--- src/rtl/unidad_mult_div.sv ---
// Iterative MIPS multiply/divide unit with HI/LO registers (MULT, MULTU, DIV, DIVU, MTHI, MTLO).
// Define MULT_DIV_DIVIDE_EN to build the restoring divider; otherwise DIV/DIVU complete at once with HI/LO unchanged.
module unidad_mult_div #(
    parameter int unsigned WIDTH = 32
) (
    input  logic             clk,
    input  logic             rst,
    input  logic             start,
    input  logic [1:0]       op,
    input  logic [WIDTH-1:0] op_a,
    input  logic [WIDTH-1:0] op_b,
    input  logic             hi_we,
    input  logic             lo_we,
    input  logic [WIDTH-1:0] write_data,
    output logic [WIDTH-1:0] hi,
    output logic [WIDTH-1:0] lo,
    output logic             busy,
    output logic             done,
    output logic             div_zero
);

    localparam int unsigned CNT_W = $clog2(WIDTH);
    localparam int unsigned P_W   = 2 * WIDTH;

    typedef enum logic [1:0] {S_IDLE, S_RUN, S_FIX, S_DONE} state_t;

    state_t             state_q;
    logic [CNT_W-1:0]   cnt_q;
    logic [P_W-1:0]     p_q;
    logic [WIDTH-1:0]   b_q;
    logic               neg_q;
    logic [WIDTH-1:0]   hi_q, lo_q;
    logic               busy_q, done_q, div_zero_q;

    logic               sgn;
    logic [WIDTH-1:0]   a_abs, b_abs;
    logic [WIDTH:0]     add_sum;
    logic [P_W-1:0]     step_d;
    logic [P_W-1:0]     prod_fix;
    logic [WIDTH-1:0]   hi_d, lo_d;

`ifdef MULT_DIV_DIVIDE_EN
    logic               is_div_q;
    logic               neg_rem_q;
    logic [WIDTH:0]     trial, diff;
    logic [P_W-1:0]     div_step;
    logic [WIDTH-1:0]   quo, rem;
`endif

    // Operand magnitudes and one iteration of shift-add / restoring division
    always_comb begin
        sgn      = ~op[0];
        a_abs    = (sgn && op_a[WIDTH-1]) ? -op_a : op_a;
        b_abs    = (sgn && op_b[WIDTH-1]) ? -op_b : op_b;
        add_sum  = {1'b0, p_q[P_W-1:WIDTH]} + {1'b0, (p_q[0] ? b_q : {WIDTH{1'b0}})};
        step_d   = {add_sum, p_q[WIDTH-1:1]};
        prod_fix = neg_q ? -p_q : p_q;
        hi_d     = prod_fix[P_W-1:WIDTH];
        lo_d     = prod_fix[WIDTH-1:0];
`ifdef MULT_DIV_DIVIDE_EN
        trial    = {p_q[P_W-1:WIDTH], p_q[WIDTH-1]};
        diff     = trial - {1'b0, b_q};
        div_step = diff[WIDTH] ? {trial[WIDTH-1:0], p_q[WIDTH-2:0], 1'b0}
                               : {diff[WIDTH-1:0],  p_q[WIDTH-2:0], 1'b1};
        quo      = p_q[WIDTH-1:0];
        rem      = p_q[P_W-1:WIDTH];
        if (is_div_q) begin
            step_d = div_step;
            lo_d   = neg_q ? -quo : quo;
            hi_d   = neg_rem_q ? -rem : rem;
        end
`endif
    end

    always_ff @(posedge clk) begin
        if (rst) begin
            state_q    <= S_IDLE;
            cnt_q      <= '0;
            p_q        <= '0;
            b_q        <= '0;
            neg_q      <= 1'b0;
            hi_q       <= '0;
            lo_q       <= '0;
            busy_q     <= 1'b0;
            done_q     <= 1'b0;
            div_zero_q <= 1'b0;
`ifdef MULT_DIV_DIVIDE_EN
            is_div_q   <= 1'b0;
            neg_rem_q  <= 1'b0;
`endif
        end else begin
            done_q <= 1'b0;
            case (state_q)
                S_IDLE: begin
                    if (start) begin
                        div_zero_q <= 1'b0;
                        cnt_q      <= '0;
                        if (op[1]) begin
`ifdef MULT_DIV_DIVIDE_EN
                            if (op_b == '0) begin
                                hi_q       <= op_a;
                                lo_q       <= '1;
                                div_zero_q <= 1'b1;
                                done_q     <= 1'b1;
                                state_q    <= S_DONE;
                            end else begin
                                p_q       <= {{WIDTH{1'b0}}, a_abs};
                                b_q       <= b_abs;
                                neg_q     <= sgn && (op_a[WIDTH-1] ^ op_b[WIDTH-1]);
                                neg_rem_q <= sgn && op_a[WIDTH-1];
                                is_div_q  <= 1'b1;
                                busy_q    <= 1'b1;
                                state_q   <= S_RUN;
                            end
`else
                            done_q  <= 1'b1;
                            state_q <= S_DONE;
`endif
                        end else begin
                            p_q     <= {{WIDTH{1'b0}}, b_abs};
                            b_q     <= a_abs;
                            neg_q   <= sgn && (op_a[WIDTH-1] ^ op_b[WIDTH-1]);
                            busy_q  <= 1'b1;
                            state_q <= S_RUN;
`ifdef MULT_DIV_DIVIDE_EN
                            is_div_q <= 1'b0;
`endif
                        end
                    end else begin
                        if (hi_we) hi_q <= write_data;
                        if (lo_we) lo_q <= write_data;
                    end
                end
                S_RUN: begin
                    p_q   <= step_d;
                    cnt_q <= cnt_q + CNT_W'(1);
                    if (cnt_q == CNT_W'(WIDTH - 1)) state_q <= S_FIX;
                end
                // Sign correction and result commit
                S_FIX: begin
                    hi_q    <= hi_d;
                    lo_q    <= lo_d;
                    done_q  <= 1'b1;
                    busy_q  <= 1'b0;
                    state_q <= S_DONE;
                end
                S_DONE:  state_q <= S_IDLE;
                default: state_q <= S_IDLE;
            endcase
        end
    end

    assign hi       = hi_q;
    assign lo       = lo_q;
    assign busy     = busy_q;
    assign done     = done_q;
    assign div_zero = div_zero_q;

endmodule
--- config.mk ---
export PLATFORM = sky130hd
export DESIGN_NAME = unidad_mult_div
export DESIGN_NICKNAME = d
export VERILOG_FILES = /design/src/rtl/unidad_mult_div.sv
export SDC_FILE = /design/constraint.sdc
export NUM_CORES = 1
export LEC_CHECK = 0
export CAP_MARGIN = 20
export CORE_MARGIN = 2
export CORE_UTILIZATION = 35
export CTS_CLUSTER_DIAMETER = 200
export DETAILED_ROUTE_END_ITERATION = 6
export PLACE_DENSITY = 0.61
export SLEW_MARGIN = 20
export SYNTH_ARGS = -nofsm -noshare
export SYNTH_HDL_FRONTEND = slang
export SYNTH_SLANG_ARGS = --single-unit
--- constraint.sdc ---
create_clock -name clk -period 8.2 [get_ports clk]
set_input_delay 1.23 -clock clk [delete_from_list [all_inputs] [get_ports clk]]
set_output_delay 1.23 -clock clk [all_outputs]
set_load 0.01 [all_outputs]
==> reports/qor.csv <==
stage,metric,value,unit
route,drt wl/cell,17.83,um
clock_network,# clock sinks,170,
clock_network,H-tree depth,4,
outcome,status,"complete, no violations",
clock_network,Post-CTS Setup Inserts,0,
synthesis,Mapped Nets,1594,
synthesis,Yosys reg bits,170,
floorplanning,Initial Util,35.52,%
global_route,first-pass GRT wire length,55320,um
synthesis,Synth area leader,dfxtp_1,
timing,max_slew headroom,37.00,%
route,Vias/cell,5.567,
timing,fin worst setup slack,4.383,ns
timing,period utilization,46.55,%
synthesis,post-synthesis adder-cell area fraction,4.644,%
timing,Setup-failing EPs final,0,
placed_design,Port Buf Inserts,168,
synthesis,area fraction of the dominant cell type after synthesis,30.36,%
clock_network,CTS Buf Count,17,
timing,unrepaired setup endpoints after global routing,false,
layout,P&R area growth vs syn,22.75,%
layout,final net count,1704,
worst_hold_path,Worst Hold End,lo[27]$_SDFFE_PP0P_,
timing,final hold viol count,0,
floorplanning,die height,183.0,um
synthesis,post-synthesis sequential area ratio,30.36,%
timing,Final Skew,0.01261,ns
setup_path,crit path DAT,4.18,ns
power,maximum VDD drop,0.0001592,V
clock_network,Clock Path Buffers,2,
setup_path,Crit path buffers/inverters,1,
setup_path,"delay-heaviest family, CP",simple AND/OR/NAND/NOR gates,
global_route,vias in the first global route,10090,
synthesis,Mean Syn Cell Area,7.730,um2
floorplanning,Die Footprint,33470,um2
route,Final ANT Viol Nets,0,
timing,Fin Setup TNS,0,ns
setup_path,CP Max Fanout,7,
setup_path,Slowest Stage Delay on Critical Path,0.59,ns
layout,layout cells sized above 1,4.387,%
setup_path,Worst R2R End,p_q[57]$_SDFFE_PP0P_,
synthesis,Simple-Gate Fraction of Synth Area,21.99,%
clock_network,root buffer cell,clkbuf_16,
setup_path,CP max stage cell,or4_1,
timing,min Tclk post-route,3.817,ns
floorplanning,Die W,183.0,um
worst_hold_path,Worst Hold Depth,2,
placed_design,HPWL reported at the end of detailed placement,27030,um
power,Lkg Pwr,5.261,nW
power,PwrDens,257.5,nW/um2
synthesis,largest family of logic cells by synthesized area,compound AO/OA/AOI/OAI gates,
global_route,grt total ovfl,0,
synthesis,Compound-Gate Fraction of Synth Area,27.70,%
synthesis,Synth area leaders,"dfxtp_1, xor2_1, nor2_1, a21oi_1, nand2_1",
route,initial drt markers,1082,
setup_path,reg-to-reg startpoint,p_q[0]$_SDFFE_PP0P_,
global_route,total track usage,20.66,%
synthesis,share of the synthesized netlist area taken by xor and xnor gates,10.31,%
floorplanning,core footprint,31560,um2
setup_path,Setup Crit Path Kind,in2reg,
setup_path,worst-case reg-to-reg path depth,13,
clock_network,"Hold-fix buffers, CTS",0,
run,max_cap viols,0,
timing,WHS,0.4519,ns
route,total vias in the final route,10990,
synthesis,mux cell area share after synthesis,0.7144,%
setup_path,critical-path cell list,clkdlybuf4s50_1 -> or4_1 -> or3_1 -> nor3_1 -> and4b_1 -> a31oi_1 -> xor2_1 -> nand2_1 -> a31oi_1,
timing,Worst-Margin Slew,0.9450,ns
worst_hold_path,Hold Path Class,reg2reg,
power,power consumption,0.003543,W
floorplanning,I/O pins,170,
route,first drt pass iteration count,5,
clock_network,Worst-path clk slew,0.07,ns
floorplanning,Cell Rows,65,
clock_network,Worst-Skew Late Latency,0.43,ns
placed_design,Placer Congestion,0.8822,
timing,Max Clk Rate,262.0,MHz
setup_path,cell mode on critical path,a31oi_1,
setup_path,r2r setup slk,4.49,ns
clock_network,# resized after CTS,0,
synthesis,"Distinct cells, synth",75,
global_route,initial antenna violation count,0,
setup_path,Worst setup SP type,primary input,
route,final wirelength,35210,um
placed_design,dpl ws,3.966,ns
worst_hold_path,HP Start,lo[27]$_SDFFE_PP0P_,
global_route,largest net degree at the start of global routing,89,
clock_network,CTS tree,done,
layout,"commonest cells after routing, fill and taps aside","nor2_1, dfxtp_1, clkdlybuf4s50_1, nand2_1, a21oi_1",
route,DR DRC count,0,
synthesis,Most used DFF post-synth,dfxtp_1,
synthesis,Post-Syn Area,11210,um2
layout,number of diodes,0,
synthesis,number of synthesized flops with an enable pin,0,
setup_path,Critical Path RT,8.56,ns
setup_path,endpoint type of the worst setup path,flip-flop,
synthesis,Async SR Flop Fraction,0,%
synthesis,Yosys Warn Count,0,
timing,Slew Limit Fails,0,
synthesis,cell count after synthesis,1450,
## through the flow
| stage | area (um2) | util, % | std cells |
|---|---|---|---|
| 2_1_floorplan | 11210 | - | 1450 |
| 3_3_place_gp | 13170 | 41.73 | 1943 |
| 3_5_place_dp | 13170 | 41.73 | 1943 |
| 4_1_cts | 13750 | 43.58 | 1975 |
| 5_1_grt | 13760 | 43.60 | 1975 |
| 6_report | 13760 | 43.60 | 1975 |
## sequential cells by signal, summed over array words and instances (netlist names)
register,flops
state_q,2
done,1
b_q,32
hi,32
lo,32
busy,1
neg_q,1
cnt_q,5
p_q,64
## per-layer routing
layer | track usage, % | vias up | wire (um)
met1 | 30.51 | 5152 | 17460
met3 | 3.137 | 23 | 1978
li1 | - | 5505 | -
met5 | 0 | - | 0
met4 | 4.896 | 0 | 501
met2 | 31.44 | 314 | 15260
## how the worst max path moves through the flow
stage | slack [ns] | end | from | cells past startpoint
6_report | 4.38 | p_q[29]$_SDFFE_PP0P_ | op_b[7] | 9
5_1_grt | 4.18 | b_q[30]$_SDFFE_PP0P_ | op_a[2] | 9
3_3_place_gp | 4.05 | p_q[29]$_SDFFE_PP0P_ | op_b[7] | 9
3_5_place_dp | 3.97 | p_q[29]$_SDFFE_PP0P_ | op_b[7] | 9
2_1_floorplan | 4.81 | p_q[31]$_SDFFE_PP0P_ | op_b[9] | 8
4_1_cts | 4.42 | p_q[29]$_SDFFE_PP0P_ | op_b[7] | 9
## synth_stat cells, types with 11 or more instances
| cell type | n |
|---|---|
| nand3_1 | 27 |
| a21o_1 | 28 |
| a21oi_1 | 126 |
| xor2_1 | 89 |
| inv_1 | 30 |
| xnor2_1 | 43 |
| o31ai_1 | 24 |
| o211ai_1 | 18 |
| o21ai_0 | 75 |
| a2111oi_0 | 13 |
| ha_1 | 40 |
| o41ai_1 | 12 |
| or4_1 | 11 |
| nand2_1 | 152 |
| and2_1 | 34 |
| dfxtp_1 | 170 |
| nor2_1 | 170 |
| a211o_1 | 13 |
| clkbuf_1 | 76 |
| nor3_1 | 36 |
| or3_1 | 25 |
| a211oi_1 | 63 |
| a31oi_1 | 15 |
## logic make-up after synthesis
family,count (synthesis)
AO/OA/AOI/OAI,462
flip-flops,170
buffers and inverters,121
XOR/XNOR,132
adder cells (fa/ha/maj),41
AND/OR/NAND/NOR,515
other,1
multiplexers,8
## power breakdown
| group | leakage, nW | internal, W | switching [W] | total [W] |
|---|---|---|---|---|
| registers | 1.39 | 0.00101 | 0.000179 | 0.00119 |
| logic | 3.59 | 0.000633 | 0.000901 | 0.00153 |
| clock network | 0.283 | 0.000432 | 0.000385 | 0.000817 |
## worst register-to-register path: stages, from the launching register on
cell,delay (ns)
dfxtp_1,0.31
buf_4,0.32
and2_1,0.24
ha_1,0.19
inv_1,0.06
fa_1,0.40
nor2b_1,0.18
o31a_1,0.20
o21bai_1,0.13
a2111o_1,0.47
a211o_1,0.37
a211oi_1,0.33
o21ai_0,0.13
a32o_1,0.27
## cell type report
cell class | count | area, um2
Fill cell | 3182 | 17800
Tap cell | 402 | 503.0
Clock inverter | 15 | 156.4
Multi-Input combinational cell | 1159 | 7376
Inverter | 31 | 116.4
Timing Repair Buffer | 181 | 1777
Sequential cell | 170 | 3405
Clock buffer | 17 | 425.4
Power figures use the tool's default switching activity.
